File: src/rtl/alu_arbiter_pkg.sv
// rtl/alu_arbiter_pkg.sv - ALU operation codes, branch flags and requester ids
package alu_arbiter_pkg;

  localparam logic [5:0] ALU_ADD  = 6'd0;
  localparam logic [5:0] ALU_SUB  = 6'd1;
  localparam logic [5:0] ALU_SLL  = 6'd2;
  localparam logic [5:0] ALU_SLT  = 6'd3;
  localparam logic [5:0] ALU_SLTU = 6'd4;
  localparam logic [5:0] ALU_XOR  = 6'd5;
  localparam logic [5:0] ALU_SRL  = 6'd6;
  localparam logic [5:0] ALU_SRA  = 6'd7;
  localparam logic [5:0] ALU_OR   = 6'd8;
  localparam logic [5:0] ALU_AND  = 6'd9;
  localparam logic [5:0] ALU_BEQ  = 6'd10;
  localparam logic [5:0] ALU_BNE  = 6'd11;
  localparam logic [5:0] ALU_BLT  = 6'd12;
  localparam logic [5:0] ALU_BGE  = 6'd13;
  localparam logic [5:0] ALU_BLTU = 6'd14;
  localparam logic [5:0] ALU_BGEU = 6'd15;
  localparam logic [5:0] ALU_JAL  = 6'd16;
  localparam logic [5:0] ALU_JALR = 6'd17;
  localparam logic [5:0] ALU_LUI  = 6'd18;

  localparam logic ENABLE  = 1'b1;
  localparam logic DISABLE = 1'b0;

  localparam logic REQ_EXE = 1'b0;
  localparam logic REQ_AUX = 1'b1;

  typedef struct packed {
    logic [5:0]  alucode;
    logic [31:0] op1;
    logic [31:0] op2;
  } alu_op_t;

endpackage

File: src/rtl/alu_arbiter_alu.sv
// rtl/alu_arbiter_alu.sv - combinational ALU; unknown codes yield result 0, br_taken 0
module alu
  import alu_arbiter_pkg::*;
(
  input  logic [5:0]  alucode,
  input  logic [31:0] op1,
  input  logic [31:0] op2,
  output logic [31:0] alu_result,
  output logic        br_taken
);

  always_comb begin
    alu_result = '0;
    br_taken   = DISABLE;
    case (alucode)
      ALU_ADD:  alu_result = op1 + op2;
      ALU_SUB:  alu_result = op1 - op2;
      ALU_SLL:  alu_result = op1 << op2[4:0];
      ALU_SLT:  alu_result = {31'd0, $signed(op1) < $signed(op2)};
      ALU_SLTU: alu_result = {31'd0, op1 < op2};
      ALU_XOR:  alu_result = op1 ^ op2;
      ALU_SRL:  alu_result = op1 >> op2[4:0];
      ALU_SRA:  alu_result = $signed(op1) >>> op2[4:0];
      ALU_OR:   alu_result = op1 | op2;
      ALU_AND:  alu_result = op1 & op2;
      ALU_BEQ:  br_taken = (op1 == op2) ? ENABLE : DISABLE;
      ALU_BNE:  br_taken = (op1 != op2) ? ENABLE : DISABLE;
      ALU_BLT:  br_taken = ($signed(op1) < $signed(op2)) ? ENABLE : DISABLE;
      ALU_BGE:  br_taken = ($signed(op1) >= $signed(op2)) ? ENABLE : DISABLE;
      ALU_BLTU: br_taken = (op1 < op2) ? ENABLE : DISABLE;
      ALU_BGEU: br_taken = (op1 >= op2) ? ENABLE : DISABLE;
      // Link value: address of the instruction after the jump
      ALU_JAL, ALU_JALR: begin
        alu_result = op2 + 32'd4;
        br_taken   = ENABLE;
      end
      ALU_LUI:  alu_result = op2;
      default:  ;
    endcase
  end

endmodule

File: src/rtl/alu_arbiter.sv
// rtl/alu_arbiter.sv - round-robin sharing of one ALU between two requesters with per-port response slots
module alu_arbiter
  import alu_arbiter_pkg::*;
(
  input  logic        clk,
  input  logic        rst,
  input  logic        req0_valid,
  output logic        req0_ready,
  input  logic [5:0]  req0_alucode,
  input  logic [31:0] req0_op1,
  input  logic [31:0] req0_op2,
  input  logic        req1_valid,
  output logic        req1_ready,
  input  logic [5:0]  req1_alucode,
  input  logic [31:0] req1_op1,
  input  logic [31:0] req1_op2,
  output logic        rsp0_valid,
  input  logic        rsp0_ready,
  output logic [31:0] rsp0_result,
  output logic        rsp0_br_taken,
  output logic        rsp1_valid,
  input  logic        rsp1_ready,
  output logic [31:0] rsp1_result,
  output logic        rsp1_br_taken,
  output logic        prio,
  output logic        busy
);

  logic        free0, free1, acc0, acc1, sel;
  alu_op_t     op_sel;
  logic [31:0] alu_result;
  logic        br_taken;

  // Readiness ignores the port's own valid, so a requester may wait on ready safely
  assign free0      = !rsp0_valid || rsp0_ready;
  assign free1      = !rsp1_valid || rsp1_ready;
  assign req0_ready = !rst && free0 && (prio == REQ_EXE || !(req1_valid && free1));
  assign req1_ready = !rst && free1 && (prio == REQ_AUX || !(req0_valid && free0));
  assign acc0       = req0_valid && req0_ready;
  assign acc1       = req1_valid && req1_ready;

  assign sel    = acc1 ? REQ_AUX : (acc0 ? REQ_EXE : prio);
  assign op_sel = (sel == REQ_AUX) ? alu_op_t'{req1_alucode, req1_op1, req1_op2}
                                   : alu_op_t'{req0_alucode, req0_op1, req0_op2};
  assign busy   = rsp0_valid || rsp1_valid;

  alu u_alu (
    .alucode    (op_sel.alucode),
    .op1        (op_sel.op1),
    .op2        (op_sel.op2),
    .alu_result (alu_result),
    .br_taken   (br_taken)
  );

  always_ff @(posedge clk) begin
    if (rst) begin
      rsp0_valid    <= 1'b0;
      rsp0_result   <= '0;
      rsp0_br_taken <= DISABLE;
      rsp1_valid    <= 1'b0;
      rsp1_result   <= '0;
      rsp1_br_taken <= DISABLE;
      prio          <= REQ_EXE;
    end else begin
      if (acc0) begin
        rsp0_valid    <= 1'b1;
        rsp0_result   <= alu_result;
        rsp0_br_taken <= br_taken;
      end else if (rsp0_ready) begin
        rsp0_valid <= 1'b0;
      end
      if (acc1) begin
        rsp1_valid    <= 1'b1;
        rsp1_result   <= alu_result;
        rsp1_br_taken <= br_taken;
      end else if (rsp1_ready) begin
        rsp1_valid <= 1'b0;
      end
      if (acc0)      prio <= REQ_AUX;
      else if (acc1) prio <= REQ_EXE;
    end
  end

endmodule

File: config.mk
export PLATFORM = sky130hd
export DESIGN_NAME = alu_arbiter
export DESIGN_NICKNAME = d
export VERILOG_FILES = /design/src/rtl/alu_arbiter_pkg.sv /design/src/rtl/alu_arbiter_alu.sv /design/src/rtl/alu_arbiter.sv
export SDC_FILE = /design/constraint.sdc
export NUM_CORES = 1
export LEC_CHECK = 0
export CORE_ASPECT_RATIO = 0.5
export CORE_MARGIN = 3
export CORE_UTILIZATION = 34
export CTS_CLUSTER_DIAMETER = 120
export DETAILED_ROUTE_END_ITERATION = 10
export GPL_TIMING_DRIVEN = 0
export PLACE_DENSITY = 0.69
export SYNTH_ARGS = -nofsm -noshare
export SYNTH_HDL_FRONTEND = slang
export SYNTH_HIERARCHICAL = 1
export SYNTH_SLANG_ARGS = --single-unit
File: constraint.sdc
create_clock -name clk -period 6.8 [get_ports clk]
set_clock_uncertainty 0.2 [all_clocks]
set_input_delay 2.04 -clock clk [delete_from_list [all_inputs] [get_ports clk]]
set_output_delay 2.04 -clock clk [all_outputs]
set_load 0.005 [all_outputs]
==> impl_metrics.json <==
{
  "yosysSeqAreaShare": 0.0981,
  "core_area_sq_um": 40700,
  "worst_ir_drop_vdd_v": 0.000129,
  "required_ps": 6790,
  "drtIter0Drc": 3114,
  "synthArstFlopShare": 0,
  "vias": 18700,
  "synth_most_common_cell": "nand2_1",
  "cts_tree": "yes",
  "die_w_um": 294,
  "grt_max_degree": 13,
  "first_pass_iters": 8,
  "antenna_found_initial": 4,
  "status": "complete, but fails checks",
  "htree_levels": 3,
  "hp-class": "reg -> reg",
  "path_class": "in -> reg",
  "syn_to_final_growth_pct": 35.4,
  "drt-wirelength-per-cell_um": 29.5,
  "grt_pass1_wl_um": 118000,
  "numClockSinks": 69,
  "finalWirelength_um": 84400,
  "cpPeakStageDelay_ps": 750,
  "antenna_left": 0,
  "core.rowCount": 52,
  "clkLatencyLatePin_ps": 330,
  "drc": 0,
  "ys_ff_latch": 69,
  "critPathCaptureType": "flop",
  "fillerInstances": 4090,
  "maxSlewViolCount": 0,
  "synth_top_area_share": 0.0981,
  "dpl_worst_slack_ps": -2430,
  "clock.fmax_mhz": 146,
  "numCtsBuffers": 9,
  "die_h_um": 150,
  "synth_cell_type_count": 92,
  "io_pins": 218,
  "die_area_sq_um": 44000,
  "synth_commonest_cells": "nand2_1 (320), a21oi_1 (217), nor2_1 (168), mux2i_1 (124), o21ai_0 (108)",
  "violations": "setup timing",
  "place_area_sq_um": 16900,
  "cts_max_path_buffers": 2,
  "synth_area_sq_um": 14100,
  "grt_pass1_vias": 16800,
  "routabilityCongestion": 1.06,
  "clkTransAtPathRegs_ps": 50,
  "cp.arrival_ps": 6820,
  "max_slew_margin": 0.267,
  "avgViaCountPerCell": 6.55,
  "slowest_stage": "nor2_1",
  "io_buffers": 215,
  "final.min_clock_period_ps": 6830,
  "drive_gt1_frac": 0.182,
  "synth_area_leaders": "dfxtp_1 (9.8%), ha_1 (9.3%), mux2i_1 (8.8%), nand2_1 (8.5%), a21oi_1 (7.7%)",
  "yosysWarnings": 6,
  "powerDensity_nw_per_um2": 226,
  "crit_fanout": 10,
  "final.setup.tns_ps": -49.0,
  "worst_pin_slew_ps": 1100,
  "initial_core_util": 0.346,
  "crit_path_cell_trace": "dlygate4sd2_1 > nor2b_4 > o211ai_2 > o22a_1 > buf_12 > buf_8 > buf_4 > o221a_4 > buf_2 > buf_2 > nor2_1 > a221oi_2 > mux2i_1 > nor2_1 > or4_4 > nand2_1 > a21oi_1",
  "postLayoutCoreUtil": 0.469,
  "synth_edf_count": 0,
  "avgSynthCellArea_sq_um": 6.96,
  "maxCapViolations": 0,
  "finalInstanceArea_sq_um": 19100,
  "yosysTopAreaCell": "dfxtp_1",
  "setup-violations-final": 2,
  "root_buffer": "clkbuf_16",
  "critPathLaunchType": "primary input",
  "setup_ws_ps": -26.0,
  "hold_violations": 0,
  "syn_inst": 2024,
  "leakagePower_nw": 7.33,
  "synth_ff_type": "dfxtp_1",
  "fin_crit_sh": 1.00,
  "synth_nets": 2277,
  "finalNetCount": 2565,
  "overflow": 0,
  "track_usage": 0.363,
  "dp_hpwl_um": 66200
}
==> worst max-delay path, delay by kind of cell <==
kind                   cells  cell delay [ps]
buffers and inverters      6             1170
AO/OA/AOI/OAI              5             1120
multiplexers               1              600
AND/OR/NAND/NOR            5             1860
==> per-stage QoR <==
stage	total power, mW	hold slack, ps	std cells
floorplan	2.12	253	2024
global placement	3.18	244	2779
detailed placement	3.17	247	2779
CTS	3.93	255	2819
global route	4.43	274	2857
finish	4.30	255	2858
==> worst paths after layout <==
check                                    start                            to  slack [ps]  depth (start not counted)
setup / recovery                    rsp1_ready  rsp0_result[15]$_SDFFE_PP0P_         -30                         17
hold / removal    rsp1_result[17]$_SDFFE_PP0P_  rsp1_result[17]$_SDFFE_PP0P_         250                          2
setup reg to reg             prio$_SDFFE_PP0P_  rsp0_result[31]$_SDFFE_PP0P_        1290                         15
hold reg to reg   rsp1_result[17]$_SDFFE_PP0P_  rsp1_result[17]$_SDFFE_PP0P_         250                          2
==> flip-flops by register name, summed over array words and instances, names as in the netlist <==
signal / cells
rsp0_result: 32
rsp1_result: 32
rsp1_br_taken: 1
prio: 1
rsp0_br_taken: 1
rsp1_valid: 1
rsp0_valid: 1
==> area by class of cell <==
class | count | area [sq um] | area share
timing repair buffer | 282 | 2720 | 0.143
buffer | 166 | 1070 | 0.0563
tap | 540 | 676 | 0.0355
inverter | 97 | 403 | 0.0211
clock inverter | 6 | 86.3 | 0.00453
multi-input combinational | 1687 | 12500 | 0.655
antenna | 1 | 2.50 | 0.000131
sequential | 69 | 1380 | 0.0725
clock buffer | 10 | 239 | 0.0125
==> cell usage in the layout (no fill, tap or decap), types with 11 or more instances in the layout <==
cell type | Yosys | routed
mux4_2 | 15 | 15
buf_4 | 10 | 74
nor3_1 | 42 | 34
o221a_4 | 0 | 28
dfxtp_1 | 69 | 69
nand4_1 | 17 | 17
buf_6 | 19 | 22
o221ai_1 | 14 | 11
a221oi_1 | 31 | 30
o221a_1 | 54 | 18
inv_1 | 94 | 83
nor2_1 | 168 | 162
a21oi_1 | 217 | 207
mux2_2 | 15 | 15
or3_1 | 14 | 13
clkbuf_2 | 0 | 29
mux2i_1 | 124 | 120
a21o_1 | 23 | 23
buf_2 | 37 | 29
and3_1 | 16 | 15
a211o_1 | 19 | 18
o21ai_1 | 3 | 11
xnor2_1 | 24 | 24
nand2b_1 | 15 | 14
a211oi_1 | 26 | 21
ha_1 | 105 | 93
nand2_1 | 320 | 316
o211ai_1 | 41 | 41
o21ai_0 | 108 | 92
clkbuf_1 | 92 | 52
nor2b_1 | 16 | 14
clkdlybuf4s50_1 | 0 | 212
nand3_1 | 33 | 29
o221a_2 | 19 | 27
o22ai_1 | 18 | 16
==> routing by layer <==
metal	track usage	vias up	routed length [um]
met3	0.159	216	14000
met4	0.0959	6	2730
met2	0.496	1374	32300
li1	-	8124	-
met5	0	-	37
met1	0.511	9001	35300
==> timing repair <==
| action | CTS | global route |
|---|---|---|
| endpoints found under the setup margin | 68 | 66 |
| gates resized for setup | 211 | 142 |
| hold buffers | 0 | 0 |
| pin swaps | 43 | 29 |
| buffers inserted | 27 | 40 |
==> power breakdown <==
group	switching, mW	total, mW	internal, mW	leakage [nW]
Combinational	2.10	3.31	1.21	6.61
Sequential	0.0328	0.483	0.450	0.563
Clock	0.176	0.506	0.330	0.158
Total	2.31	4.30	1.99	7.33
==> logic make-up (layout without fill, tap and decap cells) <==
family | Yosys count | after routing | share of synthesized area
buffers and inverters | 268 | 561 | 0.0875
other | 0 | 1 | 0
xor gates and xnor gates | 25 | 25 | 0.0156
adders and majority gates | 107 | 107 | 0.0962
muxes | 154 | 154 | 0.124
AOI/OAI and AO/OA | 713 | 713 | 0.361
and+or+nand+nor | 688 | 688 | 0.217
DFF | 69 | 69 | 0.0981
No activity file was read; power rests on OpenSTA's default activity.
